===== src/rtl/result_reader_pkg.sv =====
// Shared constants and types for the result RAM readout path.
// The RAM geometry values must match the ones used by multi_solver.
package result_reader_pkg;

  localparam int RAM_DEPTH   = 1024;
  localparam int RAM_AW      = 10;
  localparam int SOLVER_ID_W = 6;
  localparam int PIX_DW      = 8;

  typedef enum logic [1:0] {
    ST_IDLE,
    ST_ISSUE,
    ST_CAPTURE,
    ST_OUTPUT
  } state_t;

  // Highest word address any solver RAM is read at for a WIDTH x HEIGHT frame.
  function automatic int last_addr(input int n_solvers, input int width, input int height);
    int words;
    words = (width * height + n_solvers - 1) / n_solvers;
    if (words > RAM_DEPTH) words = RAM_DEPTH;
    if (words < 1) words = 1;
    return words - 1;
  endfunction

endpackage


===== src/rtl/result_reader_interleave_counter.sv =====
// Walks the (solver id, RAM address) pair that pixel index p maps to:
// the id cycles 0..N-1, and the address steps each time the id wraps.
module interleave_counter
  import result_reader_pkg::*;
#(
  parameter int NUM_SOLVERS = 1,
  parameter int ADDR_MAX    = RAM_DEPTH - 1
) (
  input  logic                   i_clock,
  input  logic                   i_reset,
  input  logic                   i_clear,
  input  logic                   i_advance,
  output logic [SOLVER_ID_W-1:0] o_solver_id,
  output logic [RAM_AW-1:0]      o_addr
);

  localparam logic [SOLVER_ID_W-1:0] LAST_ID   = SOLVER_ID_W'(NUM_SOLVERS - 1);
  localparam logic [RAM_AW-1:0]      LAST_ADDR = RAM_AW'(ADDR_MAX);

  logic [SOLVER_ID_W-1:0] r_solver_id;
  logic [RAM_AW-1:0]      r_addr;
  logic                   w_id_wrap;

  assign w_id_wrap = (r_solver_id == LAST_ID);

  // The address saturates at the last used word so it can never run past the frame.
  always_ff @(posedge i_clock) begin
    if (i_reset || i_clear) begin
      r_solver_id <= '0;
      r_addr      <= '0;
    end else if (i_advance) begin
      if (w_id_wrap) begin
        r_solver_id <= '0;
        if (r_addr != LAST_ADDR) begin
          r_addr <= r_addr + 1'b1;
        end
      end else begin
        r_solver_id <= r_solver_id + 1'b1;
      end
    end
  end

  assign o_solver_id = r_solver_id;
  assign o_addr      = r_addr;

endmodule


===== src/rtl/result_reader.sv =====
// Drains multi_solver's per-solver result RAMs in raster order and presents
// each pixel with its x/y position on a valid/ready stream.
module result_reader
  import result_reader_pkg::*;
#(
  parameter int NUM_SOLVERS = 1,
  parameter int WIDTH       = 32,
  parameter int HEIGHT      = 32,
  parameter int X_W         = 10,
  parameter int Y_W         = 10
) (
  input  logic                     i_clock,
  input  logic                     i_reset,
  input  logic                     i_start,
  output logic [SOLVER_ID_W-1:0]   o_rd_solver_id,
  output logic [RAM_AW-1:0]        o_rd_addr,
  input  logic signed [PIX_DW-1:0] i_rd_data_in,
  output logic signed [PIX_DW-1:0] o_pix_data,
  output logic [X_W-1:0]           o_pix_x,
  output logic [Y_W-1:0]           o_pix_y,
  output logic                     o_pix_valid,
  input  logic                     i_pix_ready,
  output logic                     o_busy,
  output logic                     o_frame_done
);

  localparam int             ADDR_MAX = last_addr(NUM_SOLVERS, WIDTH, HEIGHT);
  localparam logic [X_W-1:0] LAST_X   = X_W'(WIDTH - 1);
  localparam logic [Y_W-1:0] LAST_Y   = Y_W'(HEIGHT - 1);

  state_t                   r_state;
  state_t                   w_next_state;
  logic [X_W-1:0]           r_x;
  logic [Y_W-1:0]           r_y;
  logic signed [PIX_DW-1:0] r_pix_data;
  logic                     w_accept;
  logic                     w_last_pixel;
  logic                     w_frame_end;
  logic                     w_advance;

  assign w_accept     = (r_state == ST_OUTPUT) && i_pix_ready;
  assign w_last_pixel = (r_x == LAST_X) && (r_y == LAST_Y);
  assign w_frame_end  = w_accept && w_last_pixel;
  assign w_advance    = w_accept && !w_last_pixel;

  // Counters only move on acceptance, so id/addr stay put through issue and capture.
  interleave_counter #(
    .NUM_SOLVERS (NUM_SOLVERS),
    .ADDR_MAX    (ADDR_MAX)
  ) u_interleave_counter (
    .i_clock     (i_clock),
    .i_reset     (i_reset),
    .i_clear     (w_frame_end),
    .i_advance   (w_advance),
    .o_solver_id (o_rd_solver_id),
    .o_addr      (o_rd_addr)
  );

  always_ff @(posedge i_clock) begin
    if (i_reset) begin
      r_state <= ST_IDLE;
    end else begin
      r_state <= w_next_state;
    end
  end

  always_comb begin
    w_next_state = r_state;
    case (r_state)
      ST_IDLE:    if (i_start) w_next_state = ST_ISSUE;
      ST_ISSUE:   w_next_state = ST_CAPTURE;
      ST_CAPTURE: w_next_state = ST_OUTPUT;
      ST_OUTPUT: begin
        if (w_frame_end) begin
          w_next_state = ST_IDLE;
        end else if (w_advance) begin
          w_next_state = ST_ISSUE;
        end
      end
      default:    w_next_state = ST_IDLE;
    endcase
  end

  always_comb begin
    o_pix_valid  = (r_state == ST_OUTPUT);
    o_busy       = (r_state != ST_IDLE);
    o_frame_done = w_frame_end;
  end

  // The RAM word is valid during CAPTURE, one cycle after the address was issued.
  always_ff @(posedge i_clock) begin
    if (i_reset) begin
      r_pix_data <= '0;
    end else if (r_state == ST_CAPTURE) begin
      r_pix_data <= i_rd_data_in;
    end
  end

  always_ff @(posedge i_clock) begin
    if (i_reset || w_frame_end) begin
      r_x <= '0;
      r_y <= '0;
    end else if (w_advance) begin
      if (r_x == LAST_X) begin
        r_x <= '0;
        r_y <= r_y + 1'b1;
      end else begin
        r_x <= r_x + 1'b1;
      end
    end
  end

  assign o_pix_data = r_pix_data;
  assign o_pix_x    = r_x;
  assign o_pix_y    = r_y;

endmodule


===== config.mk =====
export PLATFORM = sky130hd
export DESIGN_NAME = result_reader
export DESIGN_NICKNAME = d
export VERILOG_FILES = /design/src/rtl/result_reader_pkg.sv /design/src/rtl/result_reader_interleave_counter.sv /design/src/rtl/result_reader.sv
export SDC_FILE = /design/constraint.sdc
export NUM_CORES = 1
export LEC_CHECK = 0
export CAP_MARGIN = 10
export CORE_MARGIN = 1
export CORE_UTILIZATION = 48
export CTS_BUF_LIST = sky130_fd_sc_hd__clkbuf_16
export DETAILED_ROUTE_END_ITERATION = 10
export PLACE_DENSITY = 0.83
export SYNTH_ARGS = -nofsm -noshare
export SYNTH_HDL_FRONTEND = slang
export SYNTH_SLANG_ARGS = --single-unit

===== constraint.sdc =====
create_clock -name i_clock -period 2.3 [get_ports i_clock]
set_clock_uncertainty 0.15 [all_clocks]
set_input_delay 0.345 -clock i_clock [delete_from_list [all_inputs] [get_ports i_clock]]
set_output_delay 0.345 -clock i_clock [all_outputs]
set_load 0.03 [all_outputs]

==> results.yml <==
run_status:
  outcome: "finished, violations left"
  violations: "design-rule violations, negative setup slack"
logic_synthesis:
  async_flop_share: 0
  synthCells: 259
  synthFlopType: "dfxtp_1"
  synthDistinctLibCells: 45
  ys_seq_area_frac: 0.406
  synth_edf_count: 0
  netlist_area_mm2: 0.00227
  netlist_top_cells_area: "dfxtp_1 41%, a21oi_1 5.3%, ha_1 5.0%, mux2i_1 4.4%, nor2_1 4.1%"
  synth_top_area_frac: 0.406
  syn_nets: 280
  avgSynthCellArea_um2: 8.75
  yosysWarnings: 0
  synth_top_area_cell: "dfxtp_1"
  ys_ff_latch: 46
grt:
  antenna_found_initial: 0
  top_usage_layer: "met2"
  grt.overflow.total: 0
  grt_util_all_layers: 0.256
  grt_use_met2: 0.441
  grt_max_degree: 24
  grtUsageMet1: 0.296
  grt_first_pass_wirelength_mm: 9.99
  use_met3: 0.0627
  grt_pass1_vias: 2115
sta:
  slew_violations: 0
  fmaxAchievable_mhz: 423
  min_period_ps: 2370
  rsz0062_at_grt: "yes"
  worst_slack_ps: -66.3
  setup_viol: 1
  worstMarginPinSlew_ps: 497
  timing_hold_violations_final: 0
  whs_ps: 346
  relSlewSlack: 0.669
  period_share: 1.03
placed_design:
  place_area_mm2: 0.00307
  portBuffers: 58
  gp_congestion: 0.803
  hpwl_mm: 4.25
  pre_cts_ws_ps: 2.12
layout:
  fill_cells: 311
  drive_gt1_frac: 0.181
  nets: 368
  syn_to_final_growth_pct: 48.1
  final_area_mm2: 0.00336
  ff_latch_area_um2: 935
  antenna_cells: 0
  multiInputGateArea_mm2: 0.00132
routing:
  post_drt_via_cell_ratio: 5.99
  vias: 2394
  drt_iter0_markers: 210
  routed_wirelength_mm: 6.56
  drtAntennaViolNets: 0
  wl_per_cell_um: 16.4
  drc: 8
  firstDrtPassIters: 7
worst_hold_path:
  min_path_type: "flop to flop"
  hp-start: "o_pix_y[1]"
  whs_path_depth: 2
  min_to: "o_pix_y[1]"
worst_setup_path:
  slowest_delay_ps: 540
  crit-reg2reg-launch: "o_pix_y[9]"
  cp_cell_sequence: "or4_4 -> or3_4 -> nor3_4 -> buf_6"
  r2r_slack_ps: 40
  crit_slowest_cell: "or4_4"
  crit_path_end_kind: "output port"
  cp_max_fo: 2
  crit_arrival_ps: 1870
  r2r_end: "u_interleave_counter.o_addr[3]"
  rr_worst_depth: 7
  crit_path_start_kind: "flop"
  crit_type: "flop to output port"
  worstPathRequired_ps: 1800
power:
  p_leak_nw: 1.25
  vdd_drop_max_mv: 0.536
  powerDensity_mw_per_mm2: 657
  fin_total_pwr_mw: 2.20
clocking:
  cts_tree: "done"
  htree_levels: 2
  cts_root_buf: "clkbuf_16"
  clock_latency_ps: 290
  cts.path.max_buffers: 2
  cts_sinks: 46
  hold_buffers: 0
  path_clk_slew_ps: 60
  numCtsBuffers: 5
floorplan:
  initial_utilization: 0.510
  die_h_um: 70.7
  die_x_um: 70.7
  rows: 24
  core_area_mm2: 0.00444
  io_pins: 59
  dieArea_mm2: 0.00500
flow_run:
  maxCapViolations: 0
-- layer usage --
metal	share of wire	wire length [um]
met1	0.41	2690
met3	0.063	410
met2	0.50	3310
met4	0.022	145
met5	0	0
-- registers in the layout (all words and copies together) (netlist names) --
name                              flops
u_interleave_counter.o_addr          10
o_pix_x                              10
u_interleave_counter.o_solver_id      6
o_pix_data                            8
o_pix_y                              10
r_state                               2
-- where the power goes --
part           internal [mW]  total (mW)  switching (mW)
Sequential             0.846       0.884          0.0374
Combinational          0.225       0.497           0.273
Clock                  0.509       0.823           0.314
Total                   1.58        2.20           0.624
-- cells in the mapped netlist (2+ instances only) --
cell type / count
dfxtp_1: 46
nor2_1: 25
a21oi_1: 24
nand2_1: 17
nand3_1: 15
o21ai_0: 13
or3_1: 12
mux2i_1: 10
ha_1: 9
inv_1: 9
nand4_1: 9
nor3_1: 8
or4_1: 8
clkbuf_1: 5
xnor2_1: 5
xor2_1: 5
nor4_1: 3
o31ai_1: 3
a211oi_1: 2
a31oi_1: 2
and2_1: 2
and3_1: 2
o211ai_1: 2
or3_4: 2
-- cell type report --
| type | count | share of cell area |
|---|---|---|
| multi-input cells | 197 | 0.393 |
| clock buffers | 5 | 0.0373 |
| repair buffers | 88 | 0.249 |
| inverters | 9 | 0.0101 |
| flip-flops and latches | 46 | 0.279 |
| well taps | 52 | 0.0194 |
| clock inverters | 3 | 0.0123 |
-- cell usage in the layout, fill, tap and decap left out, types with 2 or more instances in the layout --
master	count
or4_1	6
nand2_1	16
nand3_1	15
ha_2	2
o211ai_1	2
clkdlybuf4s50_1	57
xnor2_1	5
nor4_1	2
and2_1	2
nor3_1	7
or4_4	3
buf_6	2
or3_4	2
buf_12	2
o31ai_1	3
xor2_1	5
a211oi_1	2
mux2i_1	10
o21ai_0	11
dfxtp_1	37
buf_4	27
a21oi_1	24
ha_1	7
dfxtp_2	8
nor2_1	25
clkbuf_16	5
o21ai_1	2
nand4_1	9
and3_1	2
a31oi_1	2
or3_1	12
inv_1	10
-- worst max-delay path by stage --
stage	start	to	slack, ps	cells past startpoint
2_1_floorplan	o_pix_x[6]	o_pix_y[9]	4	5
3_3_place_gp	i_pix_ready	o_pix_y[9]	50	6
3_5_place_dp	i_pix_ready	o_pix_y[9]	2	6
4_1_cts	o_pix_x[6]	o_frame_done	-110	4
5_1_grt	o_pix_y[9]	o_frame_done	-80	4
6_report	o_pix_y[9]	o_frame_done	-70	4
-- per-stage QoR --
step                 util  cells  setup TNS [ps]
finish              0.755    400           -66.3
detailed placement  0.692    384               0
global placement    0.692    384               0
global route        0.755    400           -93.3
floorplan               -    259               0
CTS                 0.740    395            -349
-- repair_timing --
action / in CTS / in global routing
buffers inserted: 3 / 5
pin swaps: 8 / 8
endpoints found under the setup margin: 1 / 21
resized for setup: 9 / 5
cloned: 0 / 0
-- kinds of logic (layout without fill, tap and decap cells) --
logic type / Yosys count / in the layout / share of synthesized area
compound gates: 55 / 55 / 0.151
xor+xnor: 10 / 10 / 0.0387
fa+ha+maj: 9 / 9 / 0.0497
buf+inv: 16 / 105 / 0.0304
flops: 46 / 46 / 0.406
mux: 10 / 10 / 0.0442
simple gates: 113 / 113 / 0.280
-- worst max-delay path: cells and delay by family (launching register included) --
| family | cells | cell delay [ps] |
|---|---|---|
| buffers and inverters | 1 | 150 |
| DFF | 1 | 320 |
| and+or+nand+nor | 3 | 1110 |
Note: power is estimated with default switching activity, not from simulation.
